==> config.mk <==
export PLATFORM = sky130hd
export DESIGN_NAME = pcs_tx_lpi_ctrl
export DESIGN_NICKNAME = d
export VERILOG_FILES = /design/src/rtl/pcs_tx_lpi_ctrl.sv
export SDC_FILE = /design/constraint.sdc
export NUM_CORES = 1
export LEC_CHECK = 0
export BUFFER_PORTS_ARGS = -buffer_cell sky130_fd_sc_hd__buf_2
export CORE_MARGIN = 2
export CORE_UTILIZATION = 40
export CTS_CLUSTER_DIAMETER = 80
export DETAILED_ROUTE_END_ITERATION = 10
export GPL_TIMING_DRIVEN = 0
export MAX_ROUTING_LAYER = met4
export PLACE_DENSITY = 0.81
export SETUP_SLACK_MARGIN = 0.15
export SLEW_MARGIN = 20
export SYNTH_ARGS = -nofsm -noshare
export SYNTH_HDL_FRONTEND = slang
export SYNTH_SLANG_ARGS = --single-unit
==> constraint.sdc <==
create_clock -name TX_CLK -period 1.96 [get_ports TX_CLK]
set_clock_uncertainty 0.05 [all_clocks]
set_input_delay 0.294 -clock TX_CLK [delete_from_list [all_inputs] [get_ports TX_CLK]]
set_output_delay 0.294 -clock TX_CLK [all_outputs]
set_load 0.05 [all_outputs]
==> src/rtl/pcs_tx_lpi_ctrl.sv <==
// EEE low-power-idle TX sequencer between the RS and the 64b/66b encoder.
// Substitutes LPI/Idle blocks on all lanes and drives the PMA transmit disable.
module pcs_tx_lpi_ctrl #(
    parameter int LANES          = 2,
    parameter int SLEEP_CYCLES   = 4,
    parameter int QUIET_CYCLES   = 64,
    parameter int REFRESH_CYCLES = 8,
    parameter int WAKE_CYCLES    = 16,
    parameter int CNT_W          = 16
) (
    input  logic                  TX_CLK,
    input  logic                  TX_RST,
    input  logic                  LPI_REQ,
    input  logic [64*LANES-1:0]   TXD_IN,
    input  logic [8*LANES-1:0]    TX_C_IN,
    output logic [64*LANES-1:0]   TXD_OUT,
    output logic [8*LANES-1:0]    TX_C_OUT,
    output logic                  TX_QUIET,
    output logic                  TX_READY,
    output logic [2:0]            LPI_STATE,
    output logic [15:0]           LPI_COUNT
);

    typedef enum logic [2:0] {
        ACTIVE  = 3'd0,
        SLEEP   = 3'd1,
        QUIET   = 3'd2,
        REFRESH = 3'd3,
        WAKE    = 3'd4
    } state_t;

    localparam logic [64*LANES-1:0] LPI_TXD  = {(8*LANES){8'h06}};
    localparam logic [64*LANES-1:0] IDLE_TXD = {(8*LANES){8'h07}};
    localparam logic [8*LANES-1:0]  CTL_ALL  = {(8*LANES){1'b1}};

    localparam logic [CNT_W-1:0] T_SLEEP   = CNT_W'(SLEEP_CYCLES - 1);
    localparam logic [CNT_W-1:0] T_QUIET   = CNT_W'(QUIET_CYCLES - 1);
    localparam logic [CNT_W-1:0] T_REFRESH = CNT_W'(REFRESH_CYCLES - 1);
    localparam logic [CNT_W-1:0] T_WAKE    = CNT_W'(WAKE_CYCLES - 1);

    state_t           st;
    state_t           nxt;
    logic [CNT_W-1:0] timer;
    logic [CNT_W-1:0] timer_nxt;
    logic             expired;
    logic             entry;
    logic             illegal;

    assign expired   = (timer == '0);
    assign LPI_STATE = st;

    always_comb begin
        nxt       = st;
        timer_nxt = expired ? timer : timer - 1'b1;
        entry     = 1'b0;
        illegal   = 1'b0;
        case (st)
            ACTIVE: begin
                if (LPI_REQ) begin
                    nxt       = SLEEP;
                    timer_nxt = T_SLEEP;
                    entry     = 1'b1;
                end
            end
            SLEEP: begin
                if (expired) begin
                    nxt       = LPI_REQ ? QUIET : WAKE;
                    timer_nxt = LPI_REQ ? T_QUIET : T_WAKE;
                end
            end
            QUIET: begin
                // a wake request beats the refresh timer
                if (!LPI_REQ) begin
                    nxt       = WAKE;
                    timer_nxt = T_WAKE;
                end else if (expired) begin
                    nxt       = REFRESH;
                    timer_nxt = T_REFRESH;
                end
            end
            REFRESH: begin
                if (!LPI_REQ) begin
                    nxt       = WAKE;
                    timer_nxt = T_WAKE;
                end else if (expired) begin
                    nxt       = QUIET;
                    timer_nxt = T_QUIET;
                end
            end
            WAKE: begin
                if (expired) begin
                    nxt       = ACTIVE;
                    timer_nxt = '0;
                end
            end
            default: begin
                nxt       = ACTIVE;
                timer_nxt = '0;
                illegal   = 1'b1;
            end
        endcase
    end

    always_ff @(posedge TX_CLK) begin
        if (TX_RST) begin
            st        <= ACTIVE;
            timer     <= '0;
            LPI_COUNT <= '0;
            TXD_OUT   <= IDLE_TXD;
            TX_C_OUT  <= CTL_ALL;
            TX_QUIET  <= 1'b0;
            TX_READY  <= 1'b0;
        end else begin
            st       <= nxt;
            timer    <= timer_nxt;
            TX_QUIET <= (nxt == QUIET);
            TX_READY <= (nxt == ACTIVE) && !illegal;
            if (entry && LPI_COUNT != 16'hFFFF)
                LPI_COUNT <= LPI_COUNT + 16'd1;
            case (nxt)
                ACTIVE: begin
                    // recovering from a bad encoding shows Idle, not RS data
                    TXD_OUT  <= illegal ? IDLE_TXD : TXD_IN;
                    TX_C_OUT <= illegal ? CTL_ALL : TX_C_IN;
                end
                SLEEP, QUIET, REFRESH: begin
                    TXD_OUT  <= LPI_TXD;
                    TX_C_OUT <= CTL_ALL;
                end
                default: begin
                    TXD_OUT  <= IDLE_TXD;
                    TX_C_OUT <= CTL_ALL;
                end
            endcase
        end
    end

endmodule

-- Word level (Yosys, flattened, before mapping)
Index checks and enable logic that the tools add are counted.
- muxes and demuxes: 23
- reduce and logical (&&, ||, !) cells: 8
- bitwise gates (word level): 2
- equality and inequality tests: 8
- add/subtract/negate cells: 2
- operators with widths (cell ; count):
    $pmux 128 s2 ; 1
    $mux 128 ; 1
    $mux 16 ; 8
    $pmux 16 s5 ; 1
    $mux 3 ; 8
    $add 16x1->16 const B ; 1
    $logic_not 16->1 ; 1
    $ne 16x16->1 const B ; 1
    $sub 16x1->16 const B ; 1
    $pmux 3 s5 ; 1
    $eq 3x2->1 const B ; 4
    $eq 3x1->1 const B ; 2
    $logic_not 3->1 ; 2
    $mux 6 ; 1
    $reduce_or 3->1 ; 2
    $reduce_or 5->1 ; 1
    $eq 3x3->1 const B ; 1
    $logic_and 1x1->1 ; 2
    $mux 1 ; 2
    $not 1->1 ; 2
- bits in registers: 181
- bits of input ports: 147
- word-level logic and storage cells: 50
- output and inout bits: 165

-- Depth between registers and ports, before layout
- word-level depth: 7
- depth in mapped cells: 10
- depth with buffers taken out: 8

-- Least setup slack after synthesis
OpenSTA, ideal clock, no wires.
- kind: register to register
- start: register LPI_COUNT[0]
- end: register LPI_COUNT[1]
- library setup time: 0.128 ns
- arrival time: 2.062 ns
- slack: -0.279 ns
- clock period less this slack: 2.239 ns
- buffers on the path: 0
- data required time: 1.782 ns
- stages on the path, launching flop included: 7
- path through: dfxtp_1 ha_1 nand2_1 nor4_1 a21boi_0 mux2i_1 nor2_1
- word-level cells in the longest chain between the ends: 2
- elaborated cells on any way between the ends: 3
- classes of those cells: add/sub: 1; eq/ne: 1; reduce/logical: 1
- ends and longest elaborated chain (element ; RTL line ; text):
    from (decl) ; 21 ; output logic [15:0] LPI_COUNT
    from (signal assigned) ; 119 ; LPI_COUNT <= LPI_COUNT + 16'd1;
    branches (longest 2 deep; another with $add 16x1->16) ; -- ;
Parallel ways; which one is timed is not known.
A chain may end at the register's enable or synchronous reset.

-- Worst setup path after layout
- start: register timer[0]
- end: register TXD_OUT[121]
- word-level cells in the longest chain between the ends: 7
- elaborated cells on any way between the ends: 14
- classes of those cells: eq/ne: 3; mux: 8; reduce/logical: 3
- ends and longest elaborated chain (element ; RTL line ; text):
    from (decl) ; 43 ; logic [CNT_W-1:0] timer;
    from (signal assigned) ; 115 ; timer <= timer_nxt;
    $logic_not 16->1 * ; 49 ; assign expired = (timer == '0);
    $mux 3 (on tied branches) ; 85, 76 ;
    $mux 3 (on tied branches) ; 82, 73 ;
    $pmux 3 s5 * ; 57 ; case (st)
    $eq 3x2->1 / $eq 3x1->1 (equally long branches) ; 120 ; case (nxt)
    $reduce_or 3->1 ; 120 ;
    $pmux 128 s2 * ; 120 ;
    to (signal assigned) ; 123 ; TXD_OUT <= illegal ? IDLE_TXD : TXD_IN;
    to (decl) ; 16 ; output logic [64*LANES-1:0] TXD_OUT,
Mark *: on every way between the ends. The rest lies on a longest branch, timed or not.

==> out/qor.csv <==
stage;metric;value;unit
sta;fmax;486.8;MHz
layout;area_growth;66.50;%
logic_synthesis;async_flop_share;0;
global_route;antenna_found_initial;1;
floorplanning;std_cell_rows;44;
worst_setup_path;arrival;2.32;ns
floorplanning;start_util;0.4068;
power;ir_worst_vdd;1071;uV
sta;final.period_utilization;1.048;
detailed_routing;routed_wirelength;19.88;mm
logic_synthesis;synth.net_count;697;
sta;relSlewSlack;0.6209;
place;gp_congestion;0.8280;
logic_synthesis;synth.cell_area;0.005891;sq mm
power;sequentialPowerShare;0.307;
global_route;grt_usage;0.2408;
logic_synthesis;synth_seq_cells;181;
global_route;grt_pass1_wl;28.96;mm
layout;final_nets;1115;
detailed_routing;wl_per_cell;17.10;um
global_route;grt_max_degree;18;
power;clock_power_share;0.233;
cts;clk_path_buf_depth;2;
layout;fin_util;0.6774;
logic_synthesis;synth_warnings;0;
hold_path;min_path_type;input port to flip-flop;
logic_synthesis;syn_inst;546;
status;status;finished, violations left;
logic_synthesis;avgSynthCellArea;10.79;sq um
worst_setup_path;cp-end-kind;flip-flop;
sta;setup_tns;-5.568;ns
cts;cts_made_buffers;17;
sta;tightest_slew;0.5687;ns
power;powerDensity;1532;mW/mm^2
logic_synthesis;ys_seq_area_frac;0.6151;
floorplanning;die_w;125.4;um
place;numPortBuffers;309;
worst_setup_path;critical_path_class;flip-flop to flip-flop;
power;p_sw_frac;0.3942;
power;p_int;9102;uW
layout;fin_cells;1163;
logic_synthesis;synth-main-ff-cell;dfxtp_1;
floorplanning;die-area;0.01571;sq mm
place;post-place-ws;-0.3656;ns
detailed_routing;drt_pre_antenna_iters;5;
status;failed_checks;negative setup slack;
detailed_routing;drc;0;
cts;clock-root-buffer;clkbuf_16;
sta;fin_ws;-0.09427;ns
logic_synthesis;synth-edff-count;0;
worst_setup_path;start_kind;flip-flop;
power;p_leak;0.004596;uW
layout;layout-drive-gt1-share;0.5138;
sta;fin_crit;2.054;ns
cts;cts_tree;yes;
cts;cts.sinks;181;
global_route;grt_pass1_vias;5515;
power;p_comb_frac;0.460;
floorplanning;ios;312;
sta;rsz0062_at_grt;yes;
power;p_sw;5924;uW
sta;drv_slew;0;
detailed_routing;vias;5599;
sta;setup_viol;131;
worst_setup_path;worstPathRequired;2.23;ns
sta;worst_hold_slack;0.006603;ns
cts;clkSlewWorstSetupHoldPaths;0.07;ns
global_route;overflow;0;
detailed_routing;final_antenna_net_count;0;
cts;worstSkewPairLatency;0.42;ns
floorplanning;core_area;0.01448;sq mm
worst_setup_path;crit_fanout;7;
logic_synthesis;synth_cell_types;48;
place;place_inst;1039;
sta;finalHoldViolCount;0;
detailed_routing;vias_per_cell;4.814;
detailed_routing;drtIter0Drc;271;
floorplanning;fp.dieH;125.4;um
place;dp_hpwl;11.92;mm
run;drv_cap;0;
layout;nFillCells;1045;
cts;htreeDepth;4;
[per-stage QoR]
step	cell area (sq um)	power [uW]
2_1_floorplan	6053	8175
3_3_place_gp	7830	9181
3_5_place_dp	7830	9270
4_1_cts	9288	13900
5_1_grt	9806	15610
6_report	9808	15030
[final cells by class]
cell class | instances | area, sq um | area share
clock inverters | 13 | 160.2 | 0.01633
repair buffers | 399 | 2430 | 0.2477
diodes | 2 | 5.005 | 0.0005103
well taps | 184 | 230.2 | 0.02347
multi-input cells | 333 | 2569 | 0.2619
clock buffers | 19 | 442.9 | 0.04516
inverters | 4 | 15.01 | 0.001531
plain buffers | 28 | 296.5 | 0.03023
flip-flops and latches | 181 | 3660 | 0.3731
[placed cells by master, fill, tap and decap left out, types with 4 or more instances in the layout]
cell / Yosys / layout
buf_2: 16 / 313
dfxtp_1: 181 / 160
and2_1: 80 / 74
dlygate4sd3_1: 0 / 43
nand2b_1: 49 / 38
buf_4: 4 / 32
nor2_1: 36 / 29
clkbuf_16: 0 / 19
buf_6: 0 / 18
xnor2_1: 18 / 18
dfxtp_2: 0 / 17
a21o_1: 17 / 17
nand2_1: 16 / 14
nand2b_4: 0 / 11
nor3_1: 16 / 9
a21oi_1: 15 / 8
buf_8: 0 / 7
nand4_1: 7 / 7
clkbuf_1: 8 / 7
nand3_1: 8 / 7
nor4_4: 1 / 6
and2_4: 0 / 6
a21oi_2: 0 / 6
nor3_2: 2 / 5
inv_8: 0 / 5
dfxtp_4: 0 / 4
nor3_4: 0 / 4
and3_1: 4 / 4
or3_1: 4 / 4
nor2_4: 0 / 4
a31oi_1: 4 / 4
[cell families after synthesis]
logic type / count (synthesis) / synth area share
multiplexers: 3 / 0.005098
adder cells (fa/ha/maj): 4 / 0.008497
AND/OR/NAND/NOR: 249 / 0.2491
buffers and inverters: 32 / 0.02634
flip-flops: 181 / 0.6151
XOR/XNOR: 19 / 0.02825
AO/OA/AOI/OAI: 58 / 0.06754
[routing by layer]
metal,track usage,part of all wire,vias to the layer above
li1,-,-,2650
met2,0.4377,0.54,232
met5,-,0,-
met1,0.2501,0.37,2668
met4,0.09542,0.034,0
met3,0.05777,0.056,49
[power by group through the flow]
stage	combinational [uW]	sequential [uW]	clock (uW)
3_3_place_gp	4570	4610	0
3_5_place_dp	4630	4640	0
6_report	6910	4610	3500
2_1_floorplan	2110	6060	0
5_1_grt	7230	4660	3720
4_1_cts	5810	4570	3530
[state kept, by name (all words and copies together), names as in the netlist]
| register | flops |
|---|---|
| TXD_OUT | 128 |
| LPI_COUNT | 16 |
| TX_C_OUT | 16 |
| timer | 16 |
| LPI_STATE | 3 |
| TX_QUIET | 1 |
| TX_READY | 1 |
[repair_timing]
item / in CTS / in global routing
pin swaps: 21 / 23
endpoints found under the hold margin: 38 / 5
cloned: 5 / 2
setup buffers: 24 / 16
gates resized for setup: 57 / 63
endpoints found under the setup margin: 172 / 181
hold buffers: 38 / 5
[worst paths after layout]
check                                                from                   endpoint  cells after the start  slack [ns]
worst max-delay path                  timer[0]$_SDFF_PP0_    TXD_OUT[121]$_SDFF_PP1_                     11       -0.09
worst min-delay path                           TXD_IN[66]     TXD_OUT[66]$_SDFF_PP1_                      2       0.007
worst max register to register        timer[0]$_SDFF_PP0_    TXD_OUT[121]$_SDFF_PP1_                     11       -0.09
worst min register to register  LPI_COUNT[5]$_SDFFE_PP0P_  LPI_COUNT[5]$_SDFFE_PP0P_                      2        0.43
[Yosys cell counts (all sizes together), types with 15 or more instances]
master    n  area share
a21o     17       0.022
nand2b   49       0.052
and2     80       0.085
nand2    16       0.010
nor2     36       0.023
xnor2    18       0.027
dfxtp   181        0.62
nor3     18       0.017
buf      20       0.019
a21oi    15       0.013
[critical path, stage by stage (launching register included)]
cell,delay (ns)
dfxtp_2,0.33
inv_2,0.07
ha_4,0.14
nor4b_4,0.22
and4_4,0.27
buf_6,0.12
a21oi_4,0.05
nor3_4,0.16
buf_12,0.15
buf_12,0.15
clkbuf_16,0.18
nand2b_4,0.06
(Power assumes the default switching activity.)
